==> src/rtl/mux_8to1_rr_if.sv <==
// mux_8to1_rr_if: eight valid/ready input streams and one tagged output stream.
interface mux_8to1_rr_if #(parameter int WIDTH = 8);
    logic [7:0]         in_valid;
    logic [8*WIDTH-1:0] in_data;
    logic [7:0]         in_last;
    logic [7:0]         in_ready;
    logic               out_valid;
    logic [WIDTH-1:0]   out_data;
    logic [2:0]         out_sel;
    logic               out_last;
    logic               out_ready;
    modport slave (input in_valid, in_data, in_last, out_ready,
                   output in_ready, out_valid, out_data, out_sel, out_last);
    modport master (output in_valid, in_data, in_last, out_ready,
                    input in_ready, out_valid, out_data, out_sel, out_last);
endinterface

==> src/rtl/mux_8to1_rr.sv <==
// mux_8to1_rr: round-robin 8-to-1 stream mux with packet locking and a registered output.
module mux_8to1_rr #(parameter int WIDTH = 8) (
    input logic         clk,
    input logic         rst_n,
    mux_8to1_rr_if.slave bus
);
    typedef enum logic {IDLE, LOCKED} state_t;
    state_t           state_q, state_d;
    logic [2:0]       ptr_q, ptr_d, lock_q, lock_d, sel_q, sel_d, ch;
    logic             valid_q, valid_d, last_q, last_d, any_v, load_en, acc;
    logic [WIDTH-1:0] data_q, data_d;
    // Lowest offset from ptr wins; a locked packet ignores every other channel.
    always_comb begin
        ch = ptr_q;
        any_v = 1'b0;
        if (state_q == LOCKED) begin
            ch = lock_q;
            any_v = bus.in_valid[lock_q];
        end else begin
            for (int k = 7; k >= 0; k--) begin
                if (bus.in_valid[ptr_q + 3'(k)]) begin
                    ch = ptr_q + 3'(k);
                    any_v = 1'b1;
                end
            end
        end
    end
    assign load_en = !valid_q || bus.out_ready;
    assign acc = load_en && any_v;
    assign bus.in_ready = (acc && rst_n) ? 8'b1 << ch : 8'b0;
    always_comb begin
        state_d = state_q;
        ptr_d = ptr_q;
        lock_d = lock_q;
        valid_d = valid_q;
        data_d = data_q;
        sel_d = sel_q;
        last_d = last_q;
        if (acc) begin
            valid_d = 1'b1;
            data_d = bus.in_data[ch*WIDTH +: WIDTH];
            sel_d = ch;
            last_d = bus.in_last[ch];
            state_d = bus.in_last[ch] ? IDLE : LOCKED;
            ptr_d = bus.in_last[ch] ? ch + 3'd1 : ptr_q;
            lock_d = ch;
        end else if (bus.out_ready) begin
            valid_d = 1'b0;
        end
    end
    always_ff @(posedge clk or negedge rst_n) begin
        if (!rst_n) begin
            state_q <= IDLE;
            ptr_q <= '0;
            lock_q <= '0;
            valid_q <= 1'b0;
            data_q <= '0;
            sel_q <= '0;
            last_q <= 1'b0;
        end else begin
            state_q <= state_d;
            ptr_q <= ptr_d;
            lock_q <= lock_d;
            valid_q <= valid_d;
            data_q <= data_d;
            sel_q <= sel_d;
            last_q <= last_d;
        end
    end
    assign bus.out_valid = valid_q;
    assign bus.out_data = data_q;
    assign bus.out_sel = sel_q;
    assign bus.out_last = last_q;
endmodule

==> src/flat_wrapper.sv <==
// flat-port wrapper written by rule: the top's interface ports become plain ports
module mux_8to1_rr_flat 
#(parameter int WIDTH = 8)
  (clk, rst_n, bus_in_valid, bus_in_data, bus_in_last, bus_out_ready, bus_in_ready, bus_out_valid, bus_out_data, bus_out_sel, bus_out_last);
  mux_8to1_rr_if #(.WIDTH(WIDTH)) bus_i ();
  input logic clk;
  input logic rst_n;
  input wire logic [$bits(bus_i.in_valid)-1:0] bus_in_valid;
  input wire logic [$bits(bus_i.in_data)-1:0] bus_in_data;
  input wire logic [$bits(bus_i.in_last)-1:0] bus_in_last;
  input wire logic [$bits(bus_i.out_ready)-1:0] bus_out_ready;
  output wire logic [$bits(bus_i.in_ready)-1:0] bus_in_ready;
  output wire logic [$bits(bus_i.out_valid)-1:0] bus_out_valid;
  output wire logic [$bits(bus_i.out_data)-1:0] bus_out_data;
  output wire logic [$bits(bus_i.out_sel)-1:0] bus_out_sel;
  output wire logic [$bits(bus_i.out_last)-1:0] bus_out_last;
  assign bus_i.in_valid = bus_in_valid;
  assign bus_i.in_data = bus_in_data;
  assign bus_i.in_last = bus_in_last;
  assign bus_i.out_ready = bus_out_ready;
  assign bus_in_ready = bus_i.in_ready;
  assign bus_out_valid = bus_i.out_valid;
  assign bus_out_data = bus_i.out_data;
  assign bus_out_sel = bus_i.out_sel;
  assign bus_out_last = bus_i.out_last;
  mux_8to1_rr #(.WIDTH(WIDTH)) u_core (.clk(clk), .rst_n(rst_n), .bus(bus_i));
endmodule
==> config.mk <==
export PLATFORM = sky130hd
export DESIGN_NAME = mux_8to1_rr_flat
export DESIGN_NICKNAME = d
export VERILOG_FILES = /design/src/rtl/mux_8to1_rr_if.sv /design/src/rtl/mux_8to1_rr.sv /design/src/flat_wrapper.sv
export SDC_FILE = /design/constraint.sdc
export NUM_CORES = 1
export LEC_CHECK = 0
export BUFFER_PORTS_ARGS = -buffer_cell sky130_fd_sc_hd__buf_2
export CAP_MARGIN = 20
export CORE_MARGIN = 1
export CORE_UTILIZATION = 28
export CTS_CLUSTER_SIZE = 20
export DETAILED_ROUTE_END_ITERATION = 10
export PLACE_DENSITY_LB_ADDON = 0.05
export SKIP_CTS_REPAIR_TIMING = 1
export SYNTH_ARGS = -nofsm -noshare
export SYNTH_HDL_FRONTEND = slang
export SYNTH_SLANG_ARGS = --single-unit
export TNS_END_PERCENT = 30
==> constraint.sdc <==
create_clock -name clk -period 6.3 [get_ports clk]
set_clock_uncertainty 0.05 [all_clocks]
set_input_delay 1.26 -clock clk [delete_from_list [all_inputs] [get_ports clk]]
set_output_delay 1.26 -clock clk [all_outputs]
set_load 0.005 [all_outputs]
---- Word level (Yosys, flattened, before mapping) ----
Index checks and enable logic that the tools add are counted.
operators by class
  $lt $le $gt $ge ......................... 10
  add/sub/neg operators ................... 8
  muxes and demuxes ....................... 42
  reduce and logical (&&, ||, !) cells .... 6
  shift operators ......................... 2
operators with widths
  operator               number
  $shiftx A64 B7 Y8      1
  $lt A3 B4 Y1 const B   10
  $bmux W1 S3            10
  $mux W3                9
  $mux W1                22
  $add A3 B3 Y3 const B  4
  $mux W8                1
  $shl A1 B3 Y8 const A  1
  $add A3 B1 Y3 const B  2
  $add A3 B2 Y3 const B  2
  $logic_and A1 B1 Y1    2
  $reduce_and A2 Y1      1
  $reduce_bool A2 Y1     1
  $logic_not A1 Y1       1
  $logic_or A1 B1 Y1     1
storage, ports and cells
  logic and storage cells ................. 74
  bits in registers ....................... 17
  output and inout bits ................... 21
  bits of input ports ..................... 83

---- Longest topological paths before layout ----
Gate-level depths: netlist of run 1.
  depth in word-level cells ............... 15
  gate-level depth with buffers ........... 18
  mapped depth without buffers ............ 12

---- Worst setup path after synthesis of run 1 ----
No wires, ideal clock.
  path type ............................... in2out
  start ................................... input bus_in_valid[3]
  end ..................................... output bus_in_ready[3]
  data arrival time ....................... 3644 ps
  path slack .............................. 1346 ps
  path buffers ............................ 2
  cell stages on the path ................. 11
  data required time ...................... 4990 ps
  path through ............................ mux4_2 -> or3b_1 -> o31ai_2 -> a2111o_1 -> nand3_2 -> a31oi_2 -> buf_6 -> buf_2 -> ha_1 -> ha_1 -> and2_1
on the way
  elaborated cells between the ends (all ways) .. 40
  classes of those cells .................. shift (1); mux (37); reduce/logical (2)
RTL lines
  element                        line                RTL
  start: declaration             flat_wrapper.sv:8   input wire logic [$bits(bus_i.in_valid)-1:0] bus_in_valid;
  $bmux W1 S3                    mux_8to1_rr.sv:21   if (bus.in_valid[ptr_q + 3'(k)]) begin
  $mux W1 (not written as such)  mux_8to1_rr.sv:21
  $mux W3 (7 in series)          mux_8to1_rr.sv:21
  $mux W3 (*)                    mux_8to1_rr.sv:21
  $mux W3 (*)                    mux_8to1_rr.sv:16   if (state_q == LOCKED) begin
  named net u_core.ch[0]         mux_8to1_rr.sv:9    logic [2:0] ptr_q, ptr_d, lock_q, lock_d, sel_q, sel_d, ch;
  $shl A1 B3 Y8 (*)              mux_8to1_rr.sv:30   assign bus.in_ready = (acc && rst_n) ? 8'b1 << ch : 8'b0;
  $mux W8 (*)                    mux_8to1_rr.sv:30
  end: declaration               flat_wrapper.sv:12  output wire logic [$bits(bus_i.in_ready)-1:0] bus_in_ready;
Mark *: on every way through the listed nets, which the timed path passes. The rest lies on a longest branch. The select of a mux whose other input is x is not followed.

---- Final worst setup path of run 1 ----
  start ................................... input bus_in_valid[4]
  end ..................................... output bus_in_ready[3]
The elaborated chain is that of the path after synthesis.

==> results of run 1 <==
synth_stat cells (2+ instances only):
cell      number  area share
inv_1          9       0.013
mux4_2        11       0.095
mux2_2         5       0.022
mux2_4         2       0.011
mux2i_1       56        0.21
nor3_1         3      0.0057
clkbuf_1       8       0.011
nand2b_1       6       0.014
mux2_1         5       0.022
nand2_1       34       0.049
buf_4          4       0.011
nor2b_1        4      0.0096
nand3_1        3      0.0057
buf_2          5      0.0096
or3b_1         2      0.0067
a21oi_1        7       0.013
o21ai_1       11       0.021
o22ai_1        4      0.0096
buf_6          4       0.017
nand3_2        2      0.0076
a31oi_2        2      0.0096
ha_1           8       0.038
nor2_1        15       0.022
nand4_1        2      0.0048
o21ai_0        7       0.013
a21boi_1       2      0.0057
and3_1         7       0.017
and2_1         4      0.0096
xnor2_1        2      0.0067
dfrtp_1       17        0.16
a22oi_1       17       0.049
worst max-delay path, stage by stage:
cell	delay [ns]
buf_2	0.15
mux4_2	0.55
mux2_2	0.29
a221oi_1	0.29
nor3b_1	0.10
a2111oi_2	0.21
o32a_1	0.18
buf_4	0.16
inv_1	0.07
ha_1	0.20
ha_1	0.19
and2_1	0.13
buf_2	0.12
cell type report:
class,instances,area (sq um),share of cell area
Clock inverter,1,5.00,0.00155
Clock buffer,3,41.3,0.0128
Timing Repair Buffer,110,568,0.175
Multi-Input combinational cell,244,2020,0.625
Inverter,10,37.5,0.0116
Sequential cell,17,425,0.131
Tap cell,108,135,0.0417
layer usage:
metal	wire length, um	global-route usage
met4	55	0.0287
met2	3900	0.264
met5	0	0
met3	520	0.0312
met1	3680	0.234
how the worst max path moves through the flow:
stage / start / endpoint / cells past startpoint
floorplan: bus_in_valid[3] / bus_in_ready[3] / 11
global placement: bus_in_valid[4] / bus_in_ready[7] / 13
detailed placement: bus_in_valid[5] / bus_in_ready[3] / 13
CTS: u_core.ptr_q[0]$_DFFE_PN0P_ / bus_in_ready[3] / 12
global route: u_core.ptr_q[0]$_DFFE_PN0P_ / bus_in_ready[3] / 14
finish: bus_in_valid[4] / bus_in_ready[3] / 13
cell usage in the layout, fill, tap and decap left out, types with 8 or more instances in the layout:
cell type	count
a22oi_1	17
buf_2	103
dfrtp_1	17
ha_1	8
inv_1	9
mux2i_1	56
mux4_2	11
nand2_1	34
nor2_1	15
o21ai_1	11
kinds of logic (layout without fill, tap and decap cells):
logic type,count (synthesis),count (layout),synth area share
xor+xnor,3,3,0.0100
mux,79,79,0.363
fa+ha+maj,8,8,0.0382
compound gates,67,67,0.192
simple gates,87,87,0.166
flops,17,17,0.163
buf+inv,33,124,0.0674
per-stage QoR:
| step | hold WS (ns) | area (sq um) | std cells | util |
|---|---|---|---|---|
| final | 0.435 | 3240 | 493 | 0.364 |
| after global routing | 0.478 | 3240 | 493 | 0.364 |
| after CTS | 0.438 | 3240 | 493 | 0.364 |
| after detailed placement | 0.417 | 3190 | 489 | 0.359 |
| after global placement | 0.414 | 3190 | 489 | 0.359 |
| after floorplan | 0.421 | 2620 | 294 | - |
report_power, final:
part           switching [mW]  internal (mW)
logic                    1.03          0.835
registers              0.0767          0.171
clock network          0.0404         0.0439
total                    1.14           1.05
registers in the layout (all words and copies together) (netlist names):
signal,cells
u_core.bus.out_valid,1
u_core.state_q,1
u_core.ptr_q,3
u_core.lock_q,3
u_core.bus.out_last,1
u_core.bus.out_data,8
==> summary.md, run 1 <==
| Metric | Value |
|---|---|
| Leak Pwr | 1.60 nW |
| Max Slew Vio Count | 0 |
| Wire length per cell | 16.6 um |
| RePlAce Congestion | 0.825 |
| Pin count of the biggest net entering global routing | 36 |
| CP Capture Type | primary output |
| Worst Hold Endpoint | u_core.bus.out_last$_DFFE_PN0P_ |
| Synth cell types | 57 |
| CTS max path bufs | 2 |
| Gr usage total | 0.165 |
| P&R area growth vs syn | 23.7% |
| WHS Path Cells | 2 |
| Clk sinks | 17 |
| Vias in the first global route | 2428 |
| Max rail drop VDD | 201 uV |
| TritonRoute pass-1 iters | 4 |
| # setup viols final | 0 |
| PD cells | 678 nW/um^2 |
| Origin of the critical flop-to-flop path | u_core.ptr_q[0]$_DFFE_PN0P_ |
| Die area | 9740 sq um |
| Peak fanout along the critical path | 9 |
| Fin crit period | 5.22 ns |
| Worst-Skew Late Latency | 0.26 ns |
| Startpoint types | input port |
| Nets | 477 |
| Slew of the pin with the lowest slew margin | 0.701 ns |
| Yosys reg bits | 17 |
| Die Ht | 98.7 um |
| Total CTS buffers | 3 |
| ANT nets after route | 0 |
| Tot Pwr | 2.19 mW |
| Main synth FF type | dfrtp_1 |
| Vias | 2601 |
| Die W | 98.7 um |
| N_diodes | 0 |
| Reg2Reg Depth | 13 |
| Reg2Reg Setup Slack | 1.69 ns |
| Initial core utilization | 0.294 |
| Register area share after synthesis | 0.163 |
| CTS clk-pin slew, worst paths | 0.08 ns |
| Max-cap violation count | 0 |
| GR Overflow Total | 0 |
| Slack of the critical path | 1.08 ns |
| Standard-cell rows | 34 |
| Slew HR | 0.532 |
| Fmax | 0.191 GHz |
| Syn_nets | 385 |
| Gate Count Post-Synth | 294 |
| First-pass GRT wire length | 12700 um |
| Total Negative Setup Slacks | 0 ns |
| Post-Route WL | 8160 um |
| I/O pin cnt | 104 |
| RSZ-0062 raised after global routing | no |
| Number of DRC markers in iteration 0 | 126 |
| Fill cells | 946 |
| Avg Synthesized Cell Area | 8.90 sq um |
| Dpl ws | 1.10 ns |
| Critical path class | in2out |
| Hold Crit Start | u_core.bus.out_last$_DFFE_PN0P_ |
| Period utilization | 0.829 |
| Port Buffers | 103 |
| Worst R2R End | u_core.ptr_q[1]$_DFFE_PN0P_ |
| CP arrival | 3.91 ns |
| DRC errors left | 0 |
| Detailed placement HPWL | 6570 um |
| Final Hold Vio Count | 0 |
| CTS tree | yes |
| Layout cell share with drive strength beyond 1 | 0.371 |
| CTS H-Tree Depth | 1 |
| Number of synthesized flops with an enable pin | 0 |
| Critical path data required time | 4.99 ns |
| Worst Hold Class | reg2reg |
| Initial antenna violation count | 0 |
| Root Driver | clkbuf_8 |
| Vias/cell | 5.28 |
| Outcome | complete, no violations |
| Yosys warnings | 0 |
| Core Region | 8890 sq um |
| Synthesized area | 2620 sq um |
| Post-synth ARST share | 1.00 |
Power figures use the tool's default switching activity.
==> run 2: changes to the inputs <==
Clock period 6.3 ns to 4.3 ns, I/O delays scaled along.
==> summary.md, run 2 (synthesized netlist as in run 1, its figures left out) <==
| Metric | Value |
|---|---|
| RSZ-0062 raised after global routing | yes |
| Outcome | complete, no violations |
| I/O pin cnt | 104 (unchanged) |
| Peak fanout along the critical path | 9 (unchanged) |
| Root Driver | clkbuf_8 |
| FF+latch area | 425 sq um (unchanged) |
| Sequential Power Share | 0.089 (-0.024) |
| Standard-cell rows | 34 (unchanged) |
| CTS clk-pin slew, worst paths | 0.06 ns (-0.02 ns) |
| WHS Path Cells | 2 (unchanged) |
| CTS H-Tree Depth | 1 (unchanged) |
| Fmax | 0.234 GHz |
| Reported net switching power | 1.96 mW (+71%) |
| Post-Route WL | 9160 um (+12%) |
| Gr usage total | 0.179 (+0.0140) |
| Worst-Skew Late Latency | 0.25 ns (about the same) |
| ANT nets after route | 0 (unchanged) |
| Wire length per cell | 17.5 um (+5.8%) |
| DRC errors left | 0 (unchanged) |
| TritonRoute pass-1 iters | 4 (unchanged) |
| Final Hold Vio Count | 0 (unchanged) |
| Int Pwr | 2.04 mW (+94%) |
| Number of DRC markers in iteration 0 | 140 (+11%) |
| Port Buffers | 103 (unchanged) |
| Clock power frac | 0.030 (-0.008) |
| Final core occ | 0.423 (+0.0588) |
| CTS tree | yes |
| Slew of the pin with the lowest slew margin | 0.727 ns (+0.0254 ns) |
| Worst Hold Class | reg2reg |
| Total CTS buffers | 3 (unchanged) |
| Die Ht | 98.7 um (unchanged) |
| CP arrival | 3.36 ns (-0.55 ns) |
| Leak Pwr | 1.79 nW (+12%) |
| Max rail drop VDD | 452 uV (+120%) |
| CTS max path bufs | 2 (unchanged) |
| First-pass GRT wire length | 13900 um (+9.2%) |
| Vias/cell | 5.38 (+2.0%) |
| Core Region | 8890 sq um (unchanged) |
| Comb pwr share | 0.881 (+0.033) |
| Fill cells | 899 (-5.0%) |
| Pin count of the biggest net entering global routing | 33 (-8.3%) |
| Slew HR | 0.514 (-0.0179) |
| Layout cell share with drive strength beyond 1 | 0.477 (+0.106) |
| Fin crit period | 4.27 ns |
| CP Capture Type | primary output |
| Critical path data required time | 3.39 ns (-1.60 ns) |
| Die area | 9740 sq um (unchanged) |
| N_diodes | 0 (unchanged) |
| Tot Pwr | 4.00 mW (+82%) |
| Max Slew Vio Count | 0 (unchanged) |
| Largest register FFs | 8 (unchanged) |
| Startpoint types | input port |
| Clk sinks | 17 (unchanged) |
| Worst hold slack | 0.441 ns (+0.00589 ns) |
| Reg2Reg Depth | 16 (+3) |
| Vias | 2815 (+8.2%) |
| Die W | 98.7 um (unchanged) |
| Initial antenna violation count | 0 (unchanged) |
| PD cells | 1060 nW/um^2 (+57%) |
| GR Overflow Total | 0 (unchanged) |
| Max-cap violation count | 0 (unchanged) |
| Sw frac | 0.489 (-0.0320) |
| Commonest non-fill, non-tap cell in the layout | buf_2 |
| Detailed placement HPWL | 7090 um (+7.8%) |
| Vias in the first global route | 2690 (+11%) |
| Initial core utilization | 0.294 (unchanged) |
| RePlAce Congestion | 0.818 (-0.81%) |
| P&R area growth vs syn | 43.6% |
| Critical path class | in2out |
| Area taken by multi-input logic gates | 2210 sq um (+9.1%) |
| Nets | 507 (+6.3%) |
| Period utilization | 0.994 |
| Most frequent cells in the layout | buf_2, mux2i_1, nand2_1, buf_4 |
| # setup viols final | 0 (unchanged) |
[run 2: cell count changes in the layout (fill, tap and decap cells not counted), moves of 3 or more]
cell     previous run  this run
buf_12              0         5
buf_2             103        95
buf_4               7        32
buf_6               0         8
ha_1                8         0
ha_4                0         6
inv_1               9         6
inv_2               1         4
mux2i_1            56        50
mux2i_4             0         4
[run 2: final cells by class]
cell class,instances,share of cell area
sequential,17,0.113
timing repair buffer,140,0.241
clock buffer,3,0.0110
inverter,10,0.00998
multi-input combinational,244,0.588
clock inverter,1,0.00133
tap,108,0.0359
[run 2: worst paths after layout]
| kind | start | endpoint | slack [ns] |
|---|---|---|---|
| max reg2reg | u_core.ptr_q[1]$_DFFE_PN0P_ | u_core.bus.out_data[6]$_DFFE_PN0P_ | 0.41 |
| min | u_core.bus.out_data[2]$_DFFE_PN0P_ | u_core.bus.out_data[2]$_DFFE_PN0P_ | 0.44 |
| min in group asynchronous | rst_n | u_core.bus.out_data[5]$_DFFE_PN0P_ | 0.48 |
| min reg2reg | u_core.bus.out_data[2]$_DFFE_PN0P_ | u_core.bus.out_data[2]$_DFFE_PN0P_ | 0.44 |
| max | bus_in_valid[4] | bus_in_ready[7] | 0.03 |
| max in group asynchronous | rst_n | u_core.bus.out_data[1]$_DFFE_PN0P_ | 3.41 |
[run 2: metal layers]
| layer | part of all wire | global-route usage | vias to the layer above |
|---|---|---|---|
| met3 | 0.037 | 0.0241 | 4 |
| li1 | - | - | 1352 |
| met2 | 0.48 | 0.296 | 59 |
| met5 | 0 | 0 | - |
| met1 | 0.48 | 0.260 | 1400 |
| met4 | 0.0047 | 0.0126 | 0 |
[run 2: metrics by stage]
stage,setup TNS (ns),cells,setup slack [ns],area (sq um)
floorplan,0,294,0.0194,2620
global placement,0,505,0.0413,3310
detailed placement,0,505,0.00834,3310
CTS,-0.618,509,-0.188,3360
global route,-0.253,523,-0.0668,3760
finish,0,523,0.0254,3760
[run 2: worst max-delay path, stage by stage]
cell       delay, ns
buf_6           0.12
mux4_2          0.49
mux2_4          0.29
a221oi_2        0.28
nor3b_2         0.08
a2111oi_2       0.33
o32a_1          0.27
inv_2           0.07
ha_4            0.18
ha_4            0.15
and2_1          0.12
buf_2           0.12
[run 2: power by group through the flow]
stage	sequential (mW)	combinational, mW	clock (mW)
3_5_place_dp	0.350	2.97	0
4_1_cts	0.349	2.99	0.125
5_1_grt	0.367	3.84	0.129
6_report	0.357	3.52	0.118
3_3_place_gp	0.352	3.00	0
2_1_floorplan	0.311	2.23	0
==> run 3: changes to the inputs <==
Settings changed: ABC_AREA set to 1, CAP_MARGIN 20 to not set.
==> summary.md, run 3 <==
| Metric | Value |
|---|---|
| Gate Count Post-Synth | 388 (+32%) |
| Syn_nets | 479 (+24%) |
| Main synth FF type | dfrtp_1 |
| Outcome | complete, no violations |
| Synthesized area | 2200 sq um (-16%) |
| Post-synth ARST share | 1.00 (unchanged) |
| Core Region | 7450 sq um (-16%) |
| TritonRoute pass-1 iters | 4 (unchanged) |
| Detailed placement HPWL | 6240 um (-12%) |
| Gr usage total | 0.189 (+0.0103) |
| Slew HR | 0.677 (+0.163) |
| Area taken by multi-input logic gates | 1550 sq um (-30%) |
| Clk sinks | 17 (unchanged) |
| Die area | 8230 sq um (-15%) |
| Root Driver | clkbuf_8 |
| CP arrival | 3.08 ns (-0.28 ns) |
| Layout cell share with drive strength beyond 1 | 0.287 (-0.190) |
| RSZ-0062 raised after global routing | no |
| Post-Route WL | 7730 um (-16%) |
| P&R area growth vs syn | 29.3% |
| RePlAce Congestion | 0.842 (+2.9%) |
| Max-cap violation count | 0 (unchanged) |
| Yosys warnings | 0 (unchanged) |
| Max Slew Vio Count | 0 (unchanged) |
| Standard-cell rows | 31 (-8.8%) |
| Total CTS buffers | 3 (unchanged) |
| Wire length per cell | 13.2 um (-25%) |
| Synth cell types | 25 (-56%) |
| Largest register FFs | 8 (unchanged) |
| Port Buffers | 103 (unchanged) |
| Top-count cell post-synth | nand2_1 |
| Commonest cells post-synth | nand2_1, nand3_1, inv_1 |
| Slew of the pin with the lowest slew margin | 0.484 ns (-0.243 ns) |
| Vias/cell | 4.85 (-9.9%) |
| I/O pin cnt | 104 (unchanged) |
| Initial core utilization | 0.296 (+0.00164) |
| Fill cells | 857 (-4.7%) |
| Yosys reg bits | 17 (unchanged) |
| Critical path class | reg2out |
| Largest cells by area after synthesis | nand2_1, nand3_1, dfrtp_1 |
| Nets | 580 (+14%) |
| Vias in the first global route | 2713 (+0.86%) |
| Fmax | 0.251 GHz (+7.2%) |
| Register area share after synthesis | 0.193 (+0.0304) |
| Worst Hold Class | reg2reg |
| # setup viols final | 0 (unchanged) |
| Vias | 2846 (+1.1%) |
| Fin crit period | 3.99 ns (-0.288 ns) |
| Initial antenna violation count | 0 (unchanged) |
| Share of the synthesized area in the top cell type | 0.291 (+0.0770) |
| Total Negative Setup Slacks | 0 ns (unchanged) |
| ANT nets after route | 0 (unchanged) |
| DRC errors left | 0 (unchanged) |
| CTS clk-pin slew, worst paths | 0.07 ns (about the same) |
| Critical path data required time | 3.39 ns (about the same) |
| Startpoint types | flop |
| Peak fanout along the critical path | 13 (+4) |
| N_diodes | 0 (unchanged) |
| GR Overflow Total | 0 (unchanged) |
| Die W | 90.7 um (-8.1%) |
| Pin count of the biggest net entering global routing | 33 (unchanged) |
| CTS tree | yes |
| Final Hold Vio Count | 0 (unchanged) |
| First-pass GRT wire length | 12700 um (-8.4%) |
| Period utilization | 0.927 (-0.0669) |
| Most frequent cells in the layout | nand2_1, buf_2, nand3_1, inv_1, dfrtp_1 |
| Avg Synthesized Cell Area | 5.68 sq um (-36%) |
| CTS max path bufs | 2 (unchanged) |
| Number of DRC markers in iteration 0 | 116 (-17%) |
| Largest area contributor in the netlist | nand2_1 |
| Commonest non-fill, non-tap cell in the layout | nand2_1 |
| FF+latch area | 425 sq um (unchanged) |
| CTS H-Tree Depth | 1 (unchanged) |
| Worst-Skew Late Latency | 0.26 ns (about the same) |
| Die Ht | 90.7 um (-8.1%) |
| CP Capture Type | primary output |
| Number of synthesized flops with an enable pin | 0 (unchanged) |
==> run 3: changes by cell type in the layout (fill, tap and decap cells not counted), moves of 11 or more <==
| cell | change |
|---|---|
| nand3_1 | +92 |
| a22oi_1 | -17 |
| nand2_1 | +136 |
| mux4_2 | -11 |
| mux2i_1 | -50 |
| inv_1 | +14 |
| buf_4 | -22 |
==> run 3: metrics by stage <==
| step | area, sq um | hold slack (ns) | cells | utilization | setup slack, ns |
|---|---|---|---|---|---|
| after floorplan | 2200 | 0.422 | 388 | - | 0.751 |
| after global placement | 2790 | 0.410 | 583 | 0.375 | 0.437 |
| after detailed placement | 2790 | 0.416 | 583 | 0.375 | 0.478 |
| after CTS | 2840 | 0.437 | 587 | 0.381 | 0.170 |
| after global routing | 2850 | 0.469 | 587 | 0.383 | 0.0311 |
| final | 2850 | 0.431 | 587 | 0.383 | 0.313 |
==> run 3: cell type report <==
type                            instances  share of cell area
Inverter                               29              0.0391
Timing Repair Buffer                  113               0.207
Tap cell                               99              0.0435
Sequential cell                        17               0.149
Clock buffer                            4              0.0158
Multi-Input combinational cell        325               0.545
==> run 3: metal layers <==
metal / GRT usage / vias up / wire (um)
met4: 0.0470 / 0 / 181
li1: - / 1459 / -
met5: 0 / - / 0
met2: 0.355 / 107 / 3820
met1: 0.226 / 1265 / 3350
met3: 0.0219 / 15 / 378
==> run 3: path summary, 6_finish.rpt <==
path / start / end / slack (ns) / depth (start not counted)
min in group asynchronous: rst_n / u_core.bus.out_last$_DFFE_PN0P_ / 0.47 / 1
hold / removal: u_core.bus.out_data[1]$_DFFE_PN0P_ / u_core.bus.out_data[1]$_DFFE_PN0P_ / 0.43 / 2
setup / recovery: u_core.ptr_q[0]$_DFFE_PN0P_ / bus_in_ready[0] / 0.31 / 17
setup reg to reg: u_core.ptr_q[0]$_DFFE_PN0P_ / u_core.bus.out_data[2]$_DFFE_PN0P_ / 1.11 / 20
hold reg to reg: u_core.bus.out_data[1]$_DFFE_PN0P_ / u_core.bus.out_data[1]$_DFFE_PN0P_ / 0.43 / 2
max in group asynchronous: rst_n / u_core.bus.out_data[3]$_DFFE_PN0P_ / 3.45 / 1
==> run 3: critical path, stage by stage, from the launching register on <==
cell	delay (ns)
dfrtp_1	0.38
inv_2	0.16
ha_2	0.35
inv_2	0.13
nand3_1	0.13
nand3_1	0.14
nand2_1	0.12
nor3_1	0.20
nand2_1	0.07
nor4_1	0.22
nand2_1	0.08
nand2_1	0.07
nand3_1	0.10
nand2_2	0.09
inv_2	0.11
nand2_1	0.24
nor3_1	0.08
buf_2	0.13
==> run 3: logic make-up (layout without fill, tap and decap cells) <==
family / count (synthesis) / count (layout) / synth area share
fa+ha+maj: 8 / 8 / 0.0454
flops: 17 / 17 / 0.193
buf+inv: 46 / 146 / 0.107
simple gates: 295 / 295 / 0.590
xor+xnor: 4 / 4 / 0.0227
compound gates: 18 / 18 / 0.0420
Power of run 3 is not shown: default switching activity piles up to over one toggle a cycle in this logic, so the estimate is an artifact.
